**src/rtl/dpd_cfg_pkg.sv**
```systemverilog
// Shared definitions for the DPD actuator configuration master and its neighbours.
// Holds the FSM state encoding, the actuator readback latency and default bus widths.
// Widths here are the defaults the actuator wrappers are built with.
package dpd_cfg_pkg;

    // Default widths shared with the actuator wrappers
    localparam int DEF_DATA_WIDTH = 32;
    localparam int DEF_ADDR_WIDTH = 10;
    localparam int DEF_LID_WIDTH  = 6;

    // Cycles from an actuator read request (enc=1, wec=0) to its validc pulse
    localparam int ACT_RD_LATENCY = 3;

    typedef enum logic [2:0] {
        ST_IDLE   = 3'd0,
        ST_WR     = 3'd1,
        ST_WR_END = 3'd2,
        ST_RD     = 3'd3,
        ST_DRAIN  = 3'd4
    } state_t;

endpackage

```
**src/rtl/dpd_lut_cfg_master.sv**
```systemverilog
// Purpose : command-driven burst write / readback master for the DPD actuator LUT config port.
// Latency : write beat reaches the port 1 cycle after acceptance; readback beat 1 cycle after validc.
// Backpr. : cmd_ready only in IDLE, wdata_ready only in WR; rdata has no backpressure.
//
// Ports:
//   clk, rst_n                       clock, async active-low reset
//   cmd_valid/cmd_ready, cmd_rnw,    command handshake and fields (len = beats - 1)
//   cmd_lut_id, cmd_addr, cmd_len
//   wdata_valid/wdata_ready, wdata   write-data stream
//   rdata_valid, rdata, rdata_last,  readback stream; rdata_err marks a timeout abort beat
//   rdata_err
//   busy                             high whenever the FSM is not idle
//   enc, wec, lutIdc, addrc, dinc    actuator config port drive (lutIdc is one-hot)
//   doutc, validc                    actuator readback data / valid
module dpd_lut_cfg_master
    import dpd_cfg_pkg::*;
#(
    parameter int DATA_WIDTH = DEF_DATA_WIDTH,
    parameter int ADDR_WIDTH = DEF_ADDR_WIDTH,
    parameter int LID_WIDTH  = DEF_LID_WIDTH,
    parameter int RD_TIMEOUT = 15
) (
    input  logic                        clk,
    input  logic                        rst_n,

    input  logic                        cmd_valid,
    output logic                        cmd_ready,
    input  logic                        cmd_rnw,
    input  logic [LID_WIDTH-1:0]        cmd_lut_id,
    input  logic [ADDR_WIDTH-1:0]       cmd_addr,
    input  logic [ADDR_WIDTH-1:0]       cmd_len,

    input  logic                        wdata_valid,
    output logic                        wdata_ready,
    input  logic [DATA_WIDTH-1:0]       wdata,

    output logic                        rdata_valid,
    output logic [DATA_WIDTH-1:0]       rdata,
    output logic                        rdata_last,
    output logic                        rdata_err,

    output logic                        busy,

    output logic                        enc,
    output logic                        wec,
    output logic [(2**LID_WIDTH)-1:0]   lutIdc,
    output logic [ADDR_WIDTH-1:0]       addrc,
    output logic [DATA_WIDTH-1:0]       dinc,
    input  logic [DATA_WIDTH-1:0]       doutc,
    input  logic                        validc
);

    localparam int ID_MAX = 2**LID_WIDTH;
    localparam int TMR_W  = (RD_TIMEOUT < 1) ? 1 : $clog2(RD_TIMEOUT + 1);

    state_t                 state;
    logic [ADDR_WIDTH-1:0]  len;      // latched beats-minus-1
    logic [ADDR_WIDTH-1:0]  addr;     // next address to put on the port
    logic [ADDR_WIDTH-1:0]  cnt;      // beats written / reads issued beyond the first
    logic [ADDR_WIDTH-1:0]  ret_cnt;  // read returns seen so far
    logic [TMR_W-1:0]       timer;    // idle cycles in DRAIN since the last validc

    // Handshake readiness and busy are pure decodes of the state register
    assign cmd_ready   = (state == ST_IDLE);
    assign wdata_ready = (state == ST_WR);
    assign busy        = (state != ST_IDLE);

    always_ff @(posedge clk or negedge rst_n) begin
        if (!rst_n) begin
            state       <= ST_IDLE;
            len         <= '0;
            addr        <= '0;
            cnt         <= '0;
            ret_cnt     <= '0;
            timer       <= '0;
            enc         <= 1'b0;
            wec         <= 1'b0;
            lutIdc      <= '0;
            addrc       <= '0;
            dinc        <= '0;
            rdata_valid <= 1'b0;
            rdata       <= '0;
            rdata_last  <= 1'b0;
            rdata_err   <= 1'b0;
        end else begin
            // Readback flags are single-cycle pulses
            rdata_valid <= 1'b0;
            rdata_last  <= 1'b0;
            rdata_err   <= 1'b0;

            case (state)
                ST_IDLE: begin
                    enc <= 1'b0;
                    wec <= 1'b0;
                    if (cmd_valid) begin
                        len     <= cmd_len;
                        lutIdc  <= ID_MAX'(1) << cmd_lut_id;
                        cnt     <= '0;
                        ret_cnt <= '0;
                        timer   <= '0;
                        if (cmd_rnw) begin
                            // First read is issued straight from the accept edge
                            enc   <= 1'b1;
                            addrc <= cmd_addr;
                            addr  <= cmd_addr + ADDR_WIDTH'(1);
                            state <= ST_RD;
                        end else begin
                            addr  <= cmd_addr;
                            state <= ST_WR;
                        end
                    end
                end

                ST_WR: begin
                    // enc follows the beat handshake, so gaps show as enc=0
                    enc <= wdata_valid;
                    wec <= wdata_valid;
                    if (wdata_valid) begin
                        addrc <= addr;
                        dinc  <= wdata;
                        addr  <= addr + ADDR_WIDTH'(1);
                        if (cnt == len) begin
                            state <= ST_WR_END;
                        end else begin
                            cnt <= cnt + ADDR_WIDTH'(1);
                        end
                    end
                end

                ST_WR_END: begin
                    // Last beat is on the port this cycle; release everything after it
                    enc    <= 1'b0;
                    wec    <= 1'b0;
                    lutIdc <= '0;
                    state  <= ST_IDLE;
                end

                ST_RD, ST_DRAIN: begin
                    if (state == ST_RD) begin
                        if (cnt == len) begin
                            enc   <= 1'b0;
                            timer <= '0;
                            state <= ST_DRAIN;
                        end else begin
                            enc   <= 1'b1;
                            addrc <= addr;
                            addr  <= addr + ADDR_WIDTH'(1);
                            cnt   <= cnt + ADDR_WIDTH'(1);
                        end
                    end

                    // Returns are accepted while issuing as well as while draining;
                    // the final return overrides the issue logic above.
                    if (validc) begin
                        rdata_valid <= 1'b1;
                        rdata       <= doutc;
                        ret_cnt     <= ret_cnt + ADDR_WIDTH'(1);
                        timer       <= '0;
                        if (ret_cnt == len) begin
                            rdata_last <= 1'b1;
                            enc        <= 1'b0;
                            lutIdc     <= '0;
                            state      <= ST_IDLE;
                        end
                    end else if (state == ST_DRAIN) begin
                        if (timer == TMR_W'(RD_TIMEOUT)) begin
                            rdata_valid <= 1'b1;
                            rdata_last  <= 1'b1;
                            rdata_err   <= 1'b1;
                            rdata       <= '0;
                            lutIdc      <= '0;
                            state       <= ST_IDLE;
                        end else begin
                            timer <= timer + TMR_W'(1);
                        end
                    end
                end

                default: begin
                    enc    <= 1'b0;
                    wec    <= 1'b0;
                    lutIdc <= '0;
                    state  <= ST_IDLE;
                end
            endcase
        end
    end

endmodule
```
**config.mk**
```make
export PLATFORM = sky130hd
export DESIGN_NAME = dpd_lut_cfg_master
export DESIGN_NICKNAME = d
export VERILOG_FILES = /design/src/rtl/dpd_cfg_pkg.sv /design/src/rtl/dpd_lut_cfg_master.sv
export SDC_FILE = /design/constraint.sdc
export NUM_CORES = 1
export LEC_CHECK = 0
export CORE_MARGIN = 4
export CORE_UTILIZATION = 50
export CTS_BUF_LIST = sky130_fd_sc_hd__clkbuf_4 sky130_fd_sc_hd__clkbuf_8
export DETAILED_ROUTE_END_ITERATION = 16
export GPL_ROUTABILITY_DRIVEN = 0
export HOLD_SLACK_MARGIN = 0.08
export PLACE_DENSITY = 0.83
export SYNTH_ARGS = -nofsm -noshare
export SYNTH_HDL_FRONTEND = slang
export SYNTH_SLANG_ARGS = --single-unit
```
**constraint.sdc**
```tcl
create_clock -name clk -period 2.18 [get_ports clk]
set_clock_uncertainty 0.05 [all_clocks]
set_input_delay 0.436 -clock clk [delete_from_list [all_inputs] [get_ports clk]]
set_output_delay 0.436 -clock clk [all_outputs]
set_load 0.02 [all_outputs]
```
==> results of run 1 <==
==> final timing paths <==
kind | cells past startpoint | end | start
min reg2reg | 1 | lutIdc[45] | lutIdc[45]
min | 1 | lutIdc[45] | lutIdc[45]
max in group asynchronous | 3 | addrc[4] | rst_n
max reg2reg | 7 | ret_cnt[9] | state[0]
min in group asynchronous | 2 | lutIdc[15] | rst_n
max | 7 | ret_cnt[9] | state[0]
==> synth_stat cells (all sizes together) (11+ instances only) <==
master	n	area share, %
a21o	59	5.1
a21oi	36	2.3
a31oi	12	0.86
and2	11	0.79
buf	24	1.7
clkbuf	27	1.2
dfrtp	190	55
mux2	35	4.5
nand2	137	5.9
nand3	49	2.8
nor2	22	0.98
nor3	63	3.6
o21ai	26	1.6
or3	11	0.79
xnor2	26	2.6
==> worst register-to-register path: cells and delay by family, from the launching register on <==
| kind | cells | cell delay (ns) |
|---|---|---|
| AND/OR/NAND/NOR | 2 | 0.83 |
| flip-flops | 1 | 0.47 |
| AO/OA/AOI/OAI | 3 | 0.51 |
| buffers and inverters | 2 | 0.29 |
==> per-stage QoR <==
stage	area, um^2	worst slack (ns)	std cells	hold slack, ns
floorplan	8710	0.0282	841	0.0904
global placement	11800	-0.394	1334	0.386
detailed placement	11800	-0.436	1334	0.387
CTS	12300	-0.0690	1370	0.407
global route	12500	-0.0831	1378	0.427
finish	12500	-0.0308	1379	0.434
==> layout make-up <==
cell class / count / area (um^2) / share of cell area (%)
clock buffer: 19 / 255 / 2.04
inverter: 6 / 22.5 / 0.180
multi-input combinational: 594 / 3790 / 30.3
sequential: 190 / 4760 / 38.0
antenna: 1 / 2.50 / 0.0200
clock inverter: 13 / 175 / 1.40
tap: 225 / 282 / 2.25
timing repair buffer: 331 / 3230 / 25.8
==> state kept, by name, summed over array words and instances, names as in the netlist, 3 cells and up <==
register	flops
len	10
lutIdc	64
ret_cnt	10
cnt	10
timer	4
addrc	10
dinc	32
rdata	32
state	3
addr	10
==> cells by family (layout without fill, tap and decap cells) <==
| logic type | count (synthesis) | in the layout | share of synthesized area [%] |
|---|---|---|---|
| simple gates | 341 | 341 | 19.0 |
| flops | 190 | 190 | 54.6 |
| compound gates | 170 | 170 | 13.6 |
| buf+inv | 57 | 369 | 3.13 |
| mux | 44 | 44 | 5.56 |
| xor+xnor | 34 | 34 | 3.42 |
| fa+ha+maj | 5 | 5 | 0.718 |
| other cells | 0 | 1 | 0 |
==> power groups by stage <==
stage	clock network [W]	logic (W)	registers [W]
floorplan	0	0.00383	0.00613
global placement	0	0.00795	0.00537
detailed placement	0	0.00811	0.00541
CTS	0.00256	0.00824	0.00535
global route	0.00270	0.00923	0.00548
finish	0.00251	0.00854	0.00535
==> per-layer routing <==
metal  track usage (%)  up-vias
li1                  -     3597
met1              29.9     3732
met2              42.3      299
met3              9.29       26
met4              6.27        0
met5                 0        -
==> what timing repair did <==
| item | in CTS | in global routing |
|---|---|---|
| gates resized for setup | 19 | 29 |
| endpoints found under the setup margin | 29 | 86 |
| endpoints found under the hold margin | 48 | 0 |
| buffers inserted | 3 | 8 |
| pin swaps | 1 | 7 |
| hold buffers | 1 | 0 |
==> flow_metrics.py, run 1 <==
metrics = {
    "final_layout": {
        "drive_gt1_share_pct": 16.5,
        "final_cell_mix": "clkdlybuf4s50_1, dfrtp_1, nand2_1",
        "nNetsFinal": 1241,
        "final_common_cell": "clkdlybuf4s50_1",
        "nFillCells": 1269,
        "area.growth.synth_to_final_pct": 43.6,
        "postLayoutCoreUtil_pct": 72.9,
    },
    "floorplanning": {
        "io_pins": 242,
        "rows": 48,
        "core_area_um2": 17200,
        "dieArea_um2": 19600,
        "initial_core_util_pct": 50.7,
        "die_h_um": 140,
        "die_w_um": 140,
    },
    "clock_network": {
        "path_clk_slew_ns": 0.10,
        "cts_tree": "done",
        "cts.sinks": 190,
        "cts_buffers": 17,
        "clk_latency_ns": 0.45,
        "htree_levels": 4,
        "clk_path_buf_depth": 2,
        "root_buffer": "clkbuf_8",
    },
    "setup_path": {
        "cp-start-kind": "flop",
        "critPathBufInv": 2,
        "cp_max_fo": 6,
        "crit_chain": "buf_12 -> or3b_4 -> buf_6 -> a21oi_4 -> o2111ai_2 -> or4_1 -> a21oi_2",
        "end_kind": "flop",
        "worstPathArrival_ns": 2.55,
        "crit_type": "reg -> reg",
        "slowest_delay_ns": 0.47,
        "cp.required_ns": 2.52,
        "regToRegSetupSlack_ns": -0.03,
        "path_delay_family": "simple AND/OR/NAND/NOR gates",
        "crit_slowest_cell": "dfrtp_2",
    },
    "route": {
        "wirelength_met1_um": 9600,
        "wirelength_um": 24800,
        "top_layer": "met4",
        "wl_met2_um": 12400,
        "drc": 0,
        "vias_per_cell": 5.55,
        "first_iter_violations": 328,
        "dr.pass1.iters": 5,
        "wl_met3_um": 2460,
        "ant_nets": 0,
        "post_drt_wl_per_cell_um": 18.0,
        "vias": 7654,
    },
    "sta": {
        "worst_pin_slew_ns": 0.459,
        "fin_ws_ns": -0.0308,
        "setup_viol": 2,
        "rsz0062_at_grt": "yes",
        "period_share_pct": 101,
        "fin_crit_ns": 2.21,
        "slew_violations": 0,
        "finalHoldViolations": 0,
        "max_freq_mhz": 452,
        "slew_headroom_pct": 69.1,
        "tns_ns": -0.0492,
    },
    "pwr": {
        "p_total_w": 0.0164,
        "netSwitchingFraction_pct": 40.2,
        "internal_power_w": 0.00980,
        "seq_power_share_pct": 32.6,
        "comb_power_share_pct": 52.0,
        "p_clk_share_pct": 15.3,
        "peakVddDrop_v": 0.000866,
        "p_per_area_nw_per_um2": 1310,
        "power_switching_w": 0.00660,
        "leakagePower_nw": 5.87,
    },
    "yosys": {
        "synth-seq-cells": 190,
        "synth_cell_types": 59,
        "synth_edf_count": 0,
        "yosysWarnings": 0,
        "syn_nets": 942,
        "synthArstFlopShare_pct": 100,
        "yosysSeqAreaShare_pct": 54.6,
        "synth_area_um2": 8710,
        "netlist_instances": 841,
        "yosys_most_used_dff": "dfrtp_1",
        "syn_avg_cell_area_um2": 10.4,
    },
    "placement": {
        "io_buffers": 241,
        "dpl.hpwl_um": 18500,
    },
    "status": {
        "status": "finished with violations",
        "violations": "negative setup slack",
    },
    "global_routing": {
        "grtUsageTotal_pct": 24.8,
        "grt_start_max_net_pins": 57,
        "grt_overflow": 0,
        "antenna_found_initial": 0,
        "grt_pass1_wl_um": 39400,
        "grt_pass1_vias": 7704,
    },
    "hold_path": {
        "worst_hold_path_type": "reg -> reg",
    },
    "job": {
        "maxCapViolations": 0,
    },
}
(Power assumes the default switching activity.)
==> run 2: changes to the inputs <==
--- a/config.mk
+++ b/config.mk
@@ -9,9 +9,8 @@
 export CORE_UTILIZATION = 50
 export CTS_BUF_LIST = sky130_fd_sc_hd__clkbuf_4 sky130_fd_sc_hd__clkbuf_8
 export DETAILED_ROUTE_END_ITERATION = 16
-export GPL_ROUTABILITY_DRIVEN = 0
 export HOLD_SLACK_MARGIN = 0.08
-export PLACE_DENSITY = 0.83
+export PLACE_DENSITY = 0.94
 export SYNTH_ARGS = -nofsm -noshare
 export SYNTH_HDL_FRONTEND = slang
 export SYNTH_SLANG_ARGS = --single-unit
==> run 2 against run 1 <==
Compared with the run above:
- the flow now finishes without violations
- cell count is 0.44% lower
- non-clock buffer count fell by 5
- clock power down 9.6%
- core utilization down 0.82 points
- hold slack got worse by 0.0022 ns
- largest power group unchanged
==> flow_metrics.py, run 2 (synthesis gave the netlist of run 1 again) <==
metrics = {
    "setup_path": {
        "cp-start-kind": "flop",
        "crit_chain": "buf_4 -> nor2b_4 -> nand2_1 -> or4_4 -> buf_4 -> buf_4 -> a21oi_1 -> a31oi_1",
        "slowest_delay_ns": 0.55,
        "regToRegSetupSlack_ns": 0.06,
        "cp.required_ns": 2.47,
        "crit_type": "reg -> reg",
        "r2r_cells": 8,
        "worstPathArrival_ns": 2.40,
        "end_kind": "flop",
        "cp_common_cell": "buf_4",
        "setup.worst_path.end": "addrc[6]",
        "worstSetupStartpoint": "state[2]",
        "crit_slowest_cell": "or4_4",
        "r2r_end": "addrc[6]",
        "cp_max_fo": 20,
        "r2r-start": "state[2]",
    },
    "route": {
        "ant_nets": 0,
        "first_iter_violations": 496,
        "vias": 7791,
        "vias_per_cell": 5.67,
        "drc": 0,
        "post_drt_wl_per_cell_um": 18.6,
        "dr.pass1.iters": 5,
        "wirelength_um": 25600,
    },
    "global_routing": {
        "antenna_found_initial": 0,
        "grt_overflow": 0,
        "grt_start_max_net_pins": 57,
        "grtUsageTotal_pct": 25.6,
        "grt_pass1_vias": 7996,
        "grt_pass1_wl_um": 40500,
    },
    "sta": {
        "max_freq_mhz": 472,
        "period_share_pct": 97.1,
        "slew_headroom_pct": 68.7,
        "finalHoldViolations": 0,
        "worst_pin_slew_ns": 0.461,
        "fin_crit_ns": 2.12,
        "setup_viol": 0,
        "slew_violations": 0,
        "fin_ws_ns": 0.0632,
    },
    "final_layout": {
        "instances_no_fill": 1373,
        "drive_gt1_share_pct": 15.0,
        "final_common_cell": "clkdlybuf4s50_1",
        "nFillCells": 1208,
        "reg_top3": "lutIdc x64, dinc x32, rdata x32",
        "nNetsFinal": 1236,
        "area.growth.synth_to_final_pct": 42.0,
        "finalInstanceArea_um2": 12400,
        "largest_reg_flops": 64,
        "n_antenna_cell": 0,
        "final_cell_mix": "clkdlybuf4s50_1, dfrtp_1, nand2_1",
        "top_register": "lutIdc",
    },
    "placement": {
        "placedCellCount": 1334,
        "dpl.hpwl_um": 19100,
        "place_ws_ns": -0.298,
        "place.gp.congestion": 0.892,
        "placed_cell_area_um2": 11800,
        "io_buffers": 241,
    },
    "clock_network": {
        "path_clk_slew_ns": 0.11,
        "htree_levels": 4,
        "clk_path_buf_depth": 2,
        "cts_buffers": 17,
        "clk_latency_ns": 0.46,
        "cts.sinks": 190,
        "root_buffer": "clkbuf_8",
        "cts_tree": "done",
    },
    "floorplanning": {
        "core_area_um2": 17200,
        "die_h_um": 140,
        "dieArea_um2": 19600,
        "die_w_um": 140,
        "initial_core_util_pct": 50.7,
        "io_pins": 242,
        "rows": 48,
    },
    "pwr": {
        "p_per_area_nw_per_um2": 1310,
        "peakVddDrop_v": 0.000831,
        "leakagePower_nw": 5.81,
    },
    "job": {
        "maxCapViolations": 0,
    },
    "status": {
        "status": "finished, final reports clean",
    },
    "hold_path": {
        "worst_hold_path_type": "reg -> reg",
    },
}
run 2: how the worst min path moves through the flow:
stage	cells past startpoint	slack [ns]	end	startpoint
CTS	3	0.41	rdata[26]	doutc[26]
floorplan	0	0.09	addr[0]	rst_n
finish	1	0.43	wec	wec
detailed placement	1	0.38	lutIdc[14]	rst_n
global placement	1	0.38	lutIdc[10]	rst_n
global route	3	0.42	rdata[26]	doutc[26]
run 2: metrics by stage:
step	total power, W	utilization (%)	TNS, ns	hold WS (ns)
floorplan	0.00996	-	0	0.0904
detailed placement	0.0135	69.0	-6.00	0.385
global placement	0.0132	69.0	-4.63	0.380
global route	0.0172	72.0	-0.0746	0.416
finish	0.0162	72.0	0	0.432
CTS	0.0158	71.3	0	0.414
run 2: layer usage:
layer / up-vias / GRT usage, % / wire (um)
li1: 3581 / - / -
met1: 3788 / 30.5 / 10000
met2: 372 / 43.6 / 12600
met3: 50 / 8.91 / 2270
met4: 0 / 8.31 / 629
met5: - / 0 / 0
run 2: cell type report:
| type | count | area (um^2) | share of cell area (%) |
|---|---|---|---|
| clock inverters | 14 | 146 | 1.18 |
| flip-flops and latches | 190 | 4760 | 38.4 |
| well taps | 225 | 282 | 2.28 |
| repair buffers | 326 | 3210 | 25.9 |
| multi-input cells | 594 | 3710 | 30.0 |
| clock buffers | 18 | 248 | 2.00 |
| inverters | 6 | 22.5 | 0.182 |
run 2: report_power, final:
part / leakage [nW] / internal, W / switching [W] / total, W
Clock: 0.191 / 0.000884 / 0.00138 / 0.00227
Sequential: 2.44 / 0.00457 / 0.000809 / 0.00538
Combinational: 3.18 / 0.00405 / 0.00448 / 0.00853
run 2: repair_timing:
action,CTS,global route
buffers inserted,2,2
pin swaps,1,1
hold buffers,1,0
setup endpoints to repair,4,72
endpoints found under the hold margin,51,0
gates resized for setup,12,15
cloned,0,2
run 2: worst max-delay path: cells and delay by family (launching register included):
kind	cells	cell delay [ns]
AO/OA/AOI/OAI	2	0.22
buffers and inverters	3	0.53
flip-flops	1	0.43
AND/OR/NAND/NOR	3	0.76
